[src/rtl/fir_tdm_sequencer_if.sv]
// rtl/fir_tdm_sequencer_if.sv - sample, result, coefficient and error-flag bundle of the TDM FIR engine
interface fir_tdm_sequencer_if #(
    parameter int AW = 5
);
    logic          in_valid;
    logic          in_ready;
    logic [15:0]   in_sample;
    logic          out_valid;
    logic [15:0]   out_sample;
    logic          coef_we;
    logic [AW-1:0] coef_addr;
    logic [15:0]   coef_data;
    logic          clear_err;
    logic          overrun;
    logic          cfg_err;

    modport master (
        output in_valid, in_sample, coef_we, coef_addr, coef_data, clear_err,
        input  in_ready, out_valid, out_sample, overrun, cfg_err
    );

    modport slave (
        input  in_valid, in_sample, coef_we, coef_addr, coef_data, clear_err,
        output in_ready, out_valid, out_sample, overrun, cfg_err
    );
endinterface

[src/rtl/fir_tdm_sequencer.sv]
// rtl/fir_tdm_sequencer.sv - single-MAC time-multiplexed FIR over a circular delay line
module fir_tdm_sequencer #(
    parameter int N_TAPS = 31,
    parameter int AW     = 5,
    parameter int ACC_W  = 40
) (
    input  logic                  sample_clock,
    input  logic                  reset,
    fir_tdm_sequencer_if.slave    bus
);
    typedef enum logic [1:0] {S_IDLE, S_MAC, S_ROUND} state_t;

    localparam logic [AW-1:0]           LAST_TAP = AW'(N_TAPS - 1);
    localparam logic [AW-1:0]           NT_AW    = AW'(N_TAPS);
    localparam logic [AW:0]             NT_WIDE  = (AW + 1)'(N_TAPS);
    localparam logic signed [ACC_W-1:0] HALF_LSB = ACC_W'(16384);
    localparam logic signed [ACC_W-1:0] SAT_MAX  = ACC_W'(32767);
    localparam logic signed [ACC_W-1:0] SAT_MIN  = -SAT_MAX - ACC_W'(1);

    state_t                  state_q, state_d;
    logic [AW-1:0]           k_q, k_d;
    logic [AW-1:0]           wp_q, wp_d;
    logic signed [ACC_W-1:0] acc_q, acc_d;
    logic [15:0]             out_sample_q, out_sample_d;
    logic                    out_valid_q, out_valid_d;
    logic                    overrun_q, overrun_d;
    logic                    cfg_err_q, cfg_err_d;

    logic signed [15:0]      x_q    [N_TAPS];
    logic signed [15:0]      coef_q [N_TAPS];

    logic                    ready_c;
    logic                    x_we;
    logic                    coef_we_ok;
    logic                    addr_ok;
    logic [AW-1:0]           tap_idx;
    logic signed [31:0]      prod;
    logic signed [ACC_W-1:0] prod_ext;
    logic signed [ACC_W-1:0] rnd_sum;
    logic signed [ACC_W-1:0] rnd_shift;
    logic [15:0]             sat_val;

    // Datapath: newest-first tap addressing, product, rounding and saturation
    always_comb begin
        if (wp_q >= k_q) begin
            tap_idx = wp_q - k_q;
        end else begin
            tap_idx = wp_q + (NT_AW - k_q);
        end
        prod      = coef_q[k_q] * x_q[tap_idx];
        prod_ext  = {{(ACC_W - 32){prod[31]}}, prod};
        rnd_sum   = acc_q + HALF_LSB;
        rnd_shift = rnd_sum >>> 15;
        if (rnd_shift > SAT_MAX) begin
            sat_val = 16'h7fff;
        end else if (rnd_shift < SAT_MIN) begin
            sat_val = 16'h8000;
        end else begin
            sat_val = rnd_shift[15:0];
        end
        addr_ok = ({1'b0, bus.coef_addr} < NT_WIDE);
    end

    // Next-state and control: IDLE accepts, MAC walks the taps, ROUND publishes
    always_comb begin
        state_d      = state_q;
        k_d          = k_q;
        acc_d        = acc_q;
        wp_d         = wp_q;
        out_sample_d = out_sample_q;
        out_valid_d  = 1'b0;
        x_we         = 1'b0;
        coef_we_ok   = 1'b0;
        ready_c      = 1'b0;
        case (state_q)
            S_IDLE: begin
                ready_c    = 1'b1;
                coef_we_ok = bus.coef_we && addr_ok;
                if (bus.in_valid) begin
                    x_we    = 1'b1;
                    k_d     = '0;
                    acc_d   = '0;
                    state_d = S_MAC;
                end
            end
            S_MAC: begin
                acc_d = acc_q + prod_ext;
                if (k_q == LAST_TAP) begin
                    state_d = S_ROUND;
                end else begin
                    k_d = k_q + 1'b1;
                end
            end
            S_ROUND: begin
                out_sample_d = sat_val;
                out_valid_d  = 1'b1;
                wp_d         = (wp_q == LAST_TAP) ? '0 : wp_q + 1'b1;
                state_d      = S_IDLE;
            end
            default: begin
                state_d = S_IDLE;
            end
        endcase
        // A new set condition outranks a simultaneous clear
        overrun_d = (overrun_q & ~bus.clear_err) | (bus.in_valid & ~ready_c);
        cfg_err_d = (cfg_err_q & ~bus.clear_err) | (bus.coef_we & ~coef_we_ok);
    end

    // State register
    always_ff @(posedge sample_clock or posedge reset) begin
        if (reset) begin
            state_q <= S_IDLE;
        end else begin
            state_q <= state_d;
        end
    end

    // Sequencer, accumulator, result and sticky flag registers
    always_ff @(posedge sample_clock or posedge reset) begin
        if (reset) begin
            k_q          <= '0;
            wp_q         <= '0;
            acc_q        <= '0;
            out_sample_q <= '0;
            out_valid_q  <= 1'b0;
            overrun_q    <= 1'b0;
            cfg_err_q    <= 1'b0;
        end else begin
            k_q          <= k_d;
            wp_q         <= wp_d;
            acc_q        <= acc_d;
            out_sample_q <= out_sample_d;
            out_valid_q  <= out_valid_d;
            overrun_q    <= overrun_d;
            cfg_err_q    <= cfg_err_d;
        end
    end

    // Delay line and coefficient file; both are wiped by reset
    always_ff @(posedge sample_clock or posedge reset) begin
        if (reset) begin
            for (int i = 0; i < N_TAPS; i++) begin
                x_q[i]    <= '0;
                coef_q[i] <= '0;
            end
        end else begin
            if (x_we) begin
                x_q[wp_q] <= bus.in_sample;
            end
            if (coef_we_ok) begin
                coef_q[bus.coef_addr] <= bus.coef_data;
            end
        end
    end

    assign bus.in_ready   = ready_c;
    assign bus.out_valid  = out_valid_q;
    assign bus.out_sample = out_sample_q;
    assign bus.overrun    = overrun_q;
    assign bus.cfg_err    = cfg_err_q;
endmodule
[src/flat_wrapper.sv]
// flat-port wrapper written by rule: the top's interface ports become plain ports
module fir_tdm_sequencer_flat 
#(
    parameter int N_TAPS = 31,
    parameter int AW     = 5,
    parameter int ACC_W  = 40
)
  (sample_clock, reset, bus_in_valid, bus_in_sample, bus_coef_we, bus_coef_addr, bus_coef_data, bus_clear_err, bus_in_ready, bus_out_valid, bus_out_sample, bus_overrun, bus_cfg_err);
  fir_tdm_sequencer_if #(.AW(AW)) bus_i ();
  input  logic sample_clock;
  input  logic reset;
  input wire logic [$bits(bus_i.in_valid)-1:0] bus_in_valid;
  input wire logic [$bits(bus_i.in_sample)-1:0] bus_in_sample;
  input wire logic [$bits(bus_i.coef_we)-1:0] bus_coef_we;
  input wire logic [$bits(bus_i.coef_addr)-1:0] bus_coef_addr;
  input wire logic [$bits(bus_i.coef_data)-1:0] bus_coef_data;
  input wire logic [$bits(bus_i.clear_err)-1:0] bus_clear_err;
  output wire logic [$bits(bus_i.in_ready)-1:0] bus_in_ready;
  output wire logic [$bits(bus_i.out_valid)-1:0] bus_out_valid;
  output wire logic [$bits(bus_i.out_sample)-1:0] bus_out_sample;
  output wire logic [$bits(bus_i.overrun)-1:0] bus_overrun;
  output wire logic [$bits(bus_i.cfg_err)-1:0] bus_cfg_err;
  assign bus_i.in_valid = bus_in_valid;
  assign bus_i.in_sample = bus_in_sample;
  assign bus_i.coef_we = bus_coef_we;
  assign bus_i.coef_addr = bus_coef_addr;
  assign bus_i.coef_data = bus_coef_data;
  assign bus_i.clear_err = bus_clear_err;
  assign bus_in_ready = bus_i.in_ready;
  assign bus_out_valid = bus_i.out_valid;
  assign bus_out_sample = bus_i.out_sample;
  assign bus_overrun = bus_i.overrun;
  assign bus_cfg_err = bus_i.cfg_err;
  fir_tdm_sequencer #(.N_TAPS(N_TAPS), .AW(AW), .ACC_W(ACC_W)) u_core (.sample_clock(sample_clock), .reset(reset), .bus(bus_i));
endmodule
[config.mk]
export PLATFORM = sky130hd
export DESIGN_NAME = fir_tdm_sequencer_flat
export DESIGN_NICKNAME = d
export VERILOG_FILES = /design/src/rtl/fir_tdm_sequencer_if.sv /design/src/rtl/fir_tdm_sequencer.sv /design/src/flat_wrapper.sv
export SDC_FILE = /design/constraint.sdc
export NUM_CORES = 2
export LEC_CHECK = 0
export BUFFER_PORTS_ARGS = -buffer_cell sky130_fd_sc_hd__buf_4
export CORE_ASPECT_RATIO = 1.4
export CORE_MARGIN = 2
export CORE_UTILIZATION = 65
export CTS_CLUSTER_SIZE = 40
export DETAILED_ROUTE_END_ITERATION = 6
export PLACE_DENSITY = 0.78
export SLEW_MARGIN = 20
export SYNTH_ARGS = -nofsm -noshare
export SYNTH_HDL_FRONTEND = slang
export SYNTH_SLANG_ARGS = --single-unit
[constraint.sdc]
create_clock -name sample_clock -period 63 [get_ports sample_clock]
set_clock_uncertainty 0.2 [all_clocks]
set_input_delay 3.15 -clock sample_clock [delete_from_list [all_inputs] [get_ports sample_clock]]
set_output_delay 3.15 -clock sample_clock [all_outputs]
set_load 0.05 [all_outputs]
**Yosys cells after proc, flatten, opt, wreduce, memory -nomap -nowiden**

Cells that the tools add are included.

- Register bits: 1,063
- Latch bits: 0
- RAM bits: 0
- Memory bits (read-only): 0
- Input bits: 42
- Word-level logic and storage cells: 145
- Memories: 0

- Add/sub/neg operators: 7
- $mul: 1
- Div/mod/pow operators: 0
- Magnitude comparators: 10
- Equal/unequal tests: 7
- Shifts and indexed selects: 0
- Multiplexer cells: 29
- Bitwise operators: 13
- Reduce and logical (&&, ||, !) cells: 8

Operators by type and width:

| kind | number |
|---|---|
| $bwmux W496 | 2 |
| $bmux W16 S5 | 2 |
| $demux W16 S5 | 2 |
| $mux W16 | 8 |
| $pmux W40 S2 | 1 |
| $add A40 B16 Y40 const B | 1 |
| $add A40 B32 Y40 | 1 |
| $mux W40 | 1 |
| $mul A16 B16 Y32 | 1 |
| $gt A25 B16 Y1 const B | 1 |
| $lt A25 B16 Y1 const B | 1 |
| $ge A6 B6 Y1 const B | 4 |
| $not A5 Y6 | 4 |
| $mux W5 | 4 |
| $lt A6 B1 Y1 const B | 2 |
| $add A5 B1 Y5 const B | 2 |
| $eq A5 B5 Y1 const B | 2 |
| $pmux W5 S2 | 1 |
| $add A5 B5 Y5 | 1 |
| $ge A5 B5 Y1 | 1 |
| $lt A5 B5 Y1 const B | 1 |
| $mux W1 | 5 |
| $sub A5 B5 Y5 | 1 |
| $sub A5 B5 Y5 const A | 1 |
| 14 further kinds | 25 |

**Depth between registers and ports, before layout**

- Depth after elaboration: 10
- Depth in mapped cells: 42
- Depth with buffers taken out: 35

**Worst setup path before layout**

Ideal clock, no wire load.

- Path type: flip-flop to flip-flop
- From: register u_core.k_q[3]
- To: register u_core.acc_q[39]
- Setup time: 0.127 ns
- Arrival: 9.389 ns
- Path slack: 53.284 ns
- Stages on the path, launching flop included: 41
- Buffers on the path: 7
- Clock period less this slack: 9.716 ns
- Path through: dfrtp_1 clkbuf_1 inv_2 clkbuf_1 ha_1 buf_2 nand2_1 a211o_1 nand3_1 mux2i_1 or2_2 buf_2 buf_2 clkbuf_1 nand2_1 a311oi_1 a21o_1 buf_2 [5 not listed] fa_1 inv_1 fa_1 fa_1 inv_1 fa_1 inv_1 ha_1 a2111oi_0 nand2_1 o211ai_1 nand4_1 a31oi_1 o211ai_1 a41oi_1 nor2_1 mux2i_1 nand3b_1

- Longest elaborated chain between the ends: 10
- Elaborated cells on any way between the ends: 16

Ends and longest elaborated chain:

| item | RTL line | source |
|---|---|---|
| from (decl) | fir_tdm_sequencer.sv:21 | `logic [AW-1:0] k_q, k_d;` |
| from (signal assigned) | fir_tdm_sequencer.sv:129 | `k_q <= k_d;` |
| $sub A5 B5 Y5 | fir_tdm_sequencer.sv:48 | `tap_idx = wp_q + (NT_AW - k_q);` |
| $add A5 B5 Y5 | fir_tdm_sequencer.sv:48 |  |
| $mux W5 | fir_tdm_sequencer.sv:45 | `if (wp_q >= k_q) begin` |
| $not A5 Y6 (not written as such) | fir_tdm_sequencer.sv:50 | `prod = coef_q[k_q] * x_q[tap_idx];` |
| $bmux W16 S5 | fir_tdm_sequencer.sv:50 |  |
| $mux W16 (not written as such) (2 in a row) | fir_tdm_sequencer.sv:50 |  |
| $mul A16 B16 Y32 (*) | fir_tdm_sequencer.sv:50 |  |
| $add A40 B32 Y40 (*) | fir_tdm_sequencer.sv:87 | `acc_d = acc_q + prod_ext;` |
| $pmux W40 S2 (*) | fir_tdm_sequencer.sv:75 | `case (state_q)` |
| to (signal assigned) | fir_tdm_sequencer.sv:123 | `acc_q <= '0;` |
| to (signal assigned) | fir_tdm_sequencer.sv:131 | `acc_q <= acc_d;` |
| to (decl) | fir_tdm_sequencer.sv:23 | `logic signed [ACC_W-1:0] acc_q, acc_d;` |

Mark *: on every way between the ends. The rest lies on a longest branch, timed or not. The select of a mux whose other input is x is not followed.
A chain may end at the register's enable or synchronous reset.

**Final worst setup path**

- From: register u_core.k_q[2]
- To: register u_core.acc_q[38]

The elaborated chain is that of the path after synthesis.

==> metrics.yaml <==
status:
  status: "finished, final reports clean"
sta:
  min_period_over_period_pct: 21.0
  finalWorstSetupSlack_ps: 49790
  setup-tns-final_ps: 0
  hold_viol_final: 0
  finalCriticalPeriod_ps: 13210
  rsz0062_at_grt: "false"
  clock.fmax_ghz: 0.0757
  tightest_slew_ps: 1200
  slew_viol_final: 0
  slew_headroom_pct: 19.6
  setup_viol: 0
cts:
  postCtsSetupRepairBufs: 0
  clk_root_buffer_cell: "clkbuf_16"
  tritoncts: "done"
  postCtsHoldBufs: 0
  clock_latency_ps: 720
  clkSinkCount: 1063
  cts_buffer_depth: 3
  path_clk_slew_ps: 60
  numCtsBuffers: 100
  cts_resized: 0
  htree_levels: 3
die:
  coreArea_um2: 95100
  initial_core_util_pct: 65.5
  io_pins: 62
  die_w_um: 265
  die_y_um: 370
  fp-row-count: 134
  dieArea_um2: 98200
critical_path:
  worstReg2RegEnd: "u_core.acc_q[38]"
  worst-path-buf-inv: 8
  critPathTopFamily: "compound AO/OA/AOI/OAI gates"
  r2r-start: "u_core.k_q[2]"
  crit_slowest_cell: "buf_4"
  r2r_slack_ps: 49790
  crit_type: "reg2reg"
  cpPeakStageDelay_ps: 820
  critPathLaunchType: "register"
  reg2reg_depth: 35
  cpMostUsedCell: "fa_1"
  cp_max_fo: 64
  worstPathRequired_ps: 63400
  cp.arrival_ps: 13610
  worstSetupEndpointType: "register"
grt:
  grt_pass1_wl_mm: 244
  grt_overflow: 0
  gr-usage-all-layers_pct: 32.4
  grt_max_degree: 193
  antenna_found_initial: 2
  first_global_vias: 42720
yosys:
  ys_warn_count: 0
  seq_area_frac_synth_pct: 42.8
  ys_ff_latch: 1063
  synth_edf_count: 0
  synthTopCellsByArea: "dfrtp_1, mux2_2, fa_1, mux4_2, nand2_1"
  synth_nets: 5706
  yosysMostFrequentCell: "dfrtp_1"
  synth_top_cell_area_share_pct: 42.8
  synthesis.area_um2: 62200
  synth_common_cells: "dfrtp_1, mux2_2, nand2_1"
  yosys.area.top_type: "dfrtp_1"
  synthFlopType: "dfrtp_1"
  synth_cell_type_count: 76
  syn_inst: 5204
  synthArstFlopShare_pct: 100
  syn_avg_cell_area_um2: 12.0
hold_path:
  holdPathStages: 1
  hold_class: "reg2reg"
  min_to: "u_core.bus.out_sample[9]"
  hold_path_startpoint: "u_core.bus.out_sample[9]"
flow_run:
  maxCapViolations: 0
drt:
  first_iter_violations: 3410
  drtPass1Iterations: 5
  vias: 40577
  wire_per_inst_um: 24.2
  routed_via_density: 6.36
  postRouteAntennaNets: 0
  drc: 0
  drt-total-wl_mm: 154
placed_design:
  dpl.hpwl_mm: 98.8
  gp_congestion: 0.887
  place.port_buffers: 61
  pre_cts_ws_ps: 50180
final_layout:
  final_core_util_pct: 70.5
  fillCellCount: 6525
  drive_gt1_share_pct: 29.1
  final_nets: 5577
  area_delta_synth_final_pct: 7.67
==> worst reg2reg max path: cells and delay by family (launching register included) <==
kind / cells / cell delay [ps]
AND/OR/NAND/NOR: 5 / 850
AO/OA/AOI/OAI: 14 / 5450
buffers and inverters: 8 / 2710
adder cells (fa/ha/maj): 8 / 3560
flip-flops: 1 / 320
==> sequential cells by signal, indices dropped and copies added (netlist names) <==
name and flops:
u_core.acc_q 40, u_core.bus.overrun 1, u_core.bus.out_valid 1, u_core.bus.cfg_err 1, u_core.coef_q 496, u_core.bus.out_sample 16
u_core.wp_q 5, u_core.state_q 2, u_core.x_q 496, u_core.k_q 5
==> stage by stage <==
stage,cells,hold slack (ps),instance area [um^2]
5_1_grt,6376,305,67000
3_5_place_dp,6195,282,63400
4_1_cts,6373,296,66900
2_1_floorplan,5204,256,62200
3_3_place_gp,6195,279,63400
6_report,6377,288,67000
==> cells by family after synthesis <==
kind of cell	count (synthesis)	synth area share (%)
muxes	1220	24.5
and+or+nand+nor	1170	8.70
DFF	1063	42.8
buffers and inverters	807	5.07
adders and majority gates	460	13.3
AOI/OAI and AO/OA	419	4.75
xor gates and xnor gates	65	0.915
==> cells in the final DEF (no fill, tap or decap), types with 37 or more instances in the layout <==
cell       count
a211oi_1      59
a21o_1        37
a21oi_1       67
a311oi_1      43
and2_1       113
and3_1        59
buf_4        141
clkbuf_16    101
dfrtp_1     1061
fa_1         333
ha_1         127
inv_1        426
mux2_2       991
mux2i_1       84
mux4_2       145
nand2_1      645
nand3_1      177
nor2_1        52
o21ai_0       80
==> metal layers <==
metal	up-vias	wire length, um	global-route usage, %
li1	17505	-	-
met1	21211	58800	40.3
met4	2	8480	16.7
met5	-	12	0
met3	436	8750	4.51
met2	1423	78200	55.4
==> layout make-up <==
class / instances / area, um^2 / share of cell area (%)
Multi-Input combinational cell: 3334 / 32500 / 48.6
Sequential cell: 1063 / 26600 / 39.7
Clock buffer: 130 / 2770 / 4.13
Inverter: 430 / 1620 / 2.42
Tap cell: 1224 / 1530 / 2.29
Timing Repair Buffer: 146 / 1160 / 1.74
Clock inverter: 48 / 756 / 1.13
Antenna cell: 2 / 5.00 / 0.00747
==> worst max path at each step <==
stage,startpoint,to,slack (ps),cells past startpoint
final,u_core.k_q[2],u_core.acc_q[38],49790,35
after global routing,u_core.k_q[0],u_core.acc_q[39],49120,35
after CTS,u_core.k_q[2],u_core.acc_q[38],50100,35
after detailed placement,u_core.k_q[2],u_core.acc_q[38],50180,35
after global placement,u_core.k_q[0],u_core.acc_q[38],50440,32
after floorplan,reset,u_core.acc_q[0],29730,1
Power is left out: the tool's default activity adds up to more than one toggle a clock period on the data nets, which glitch-free logic cannot reach.
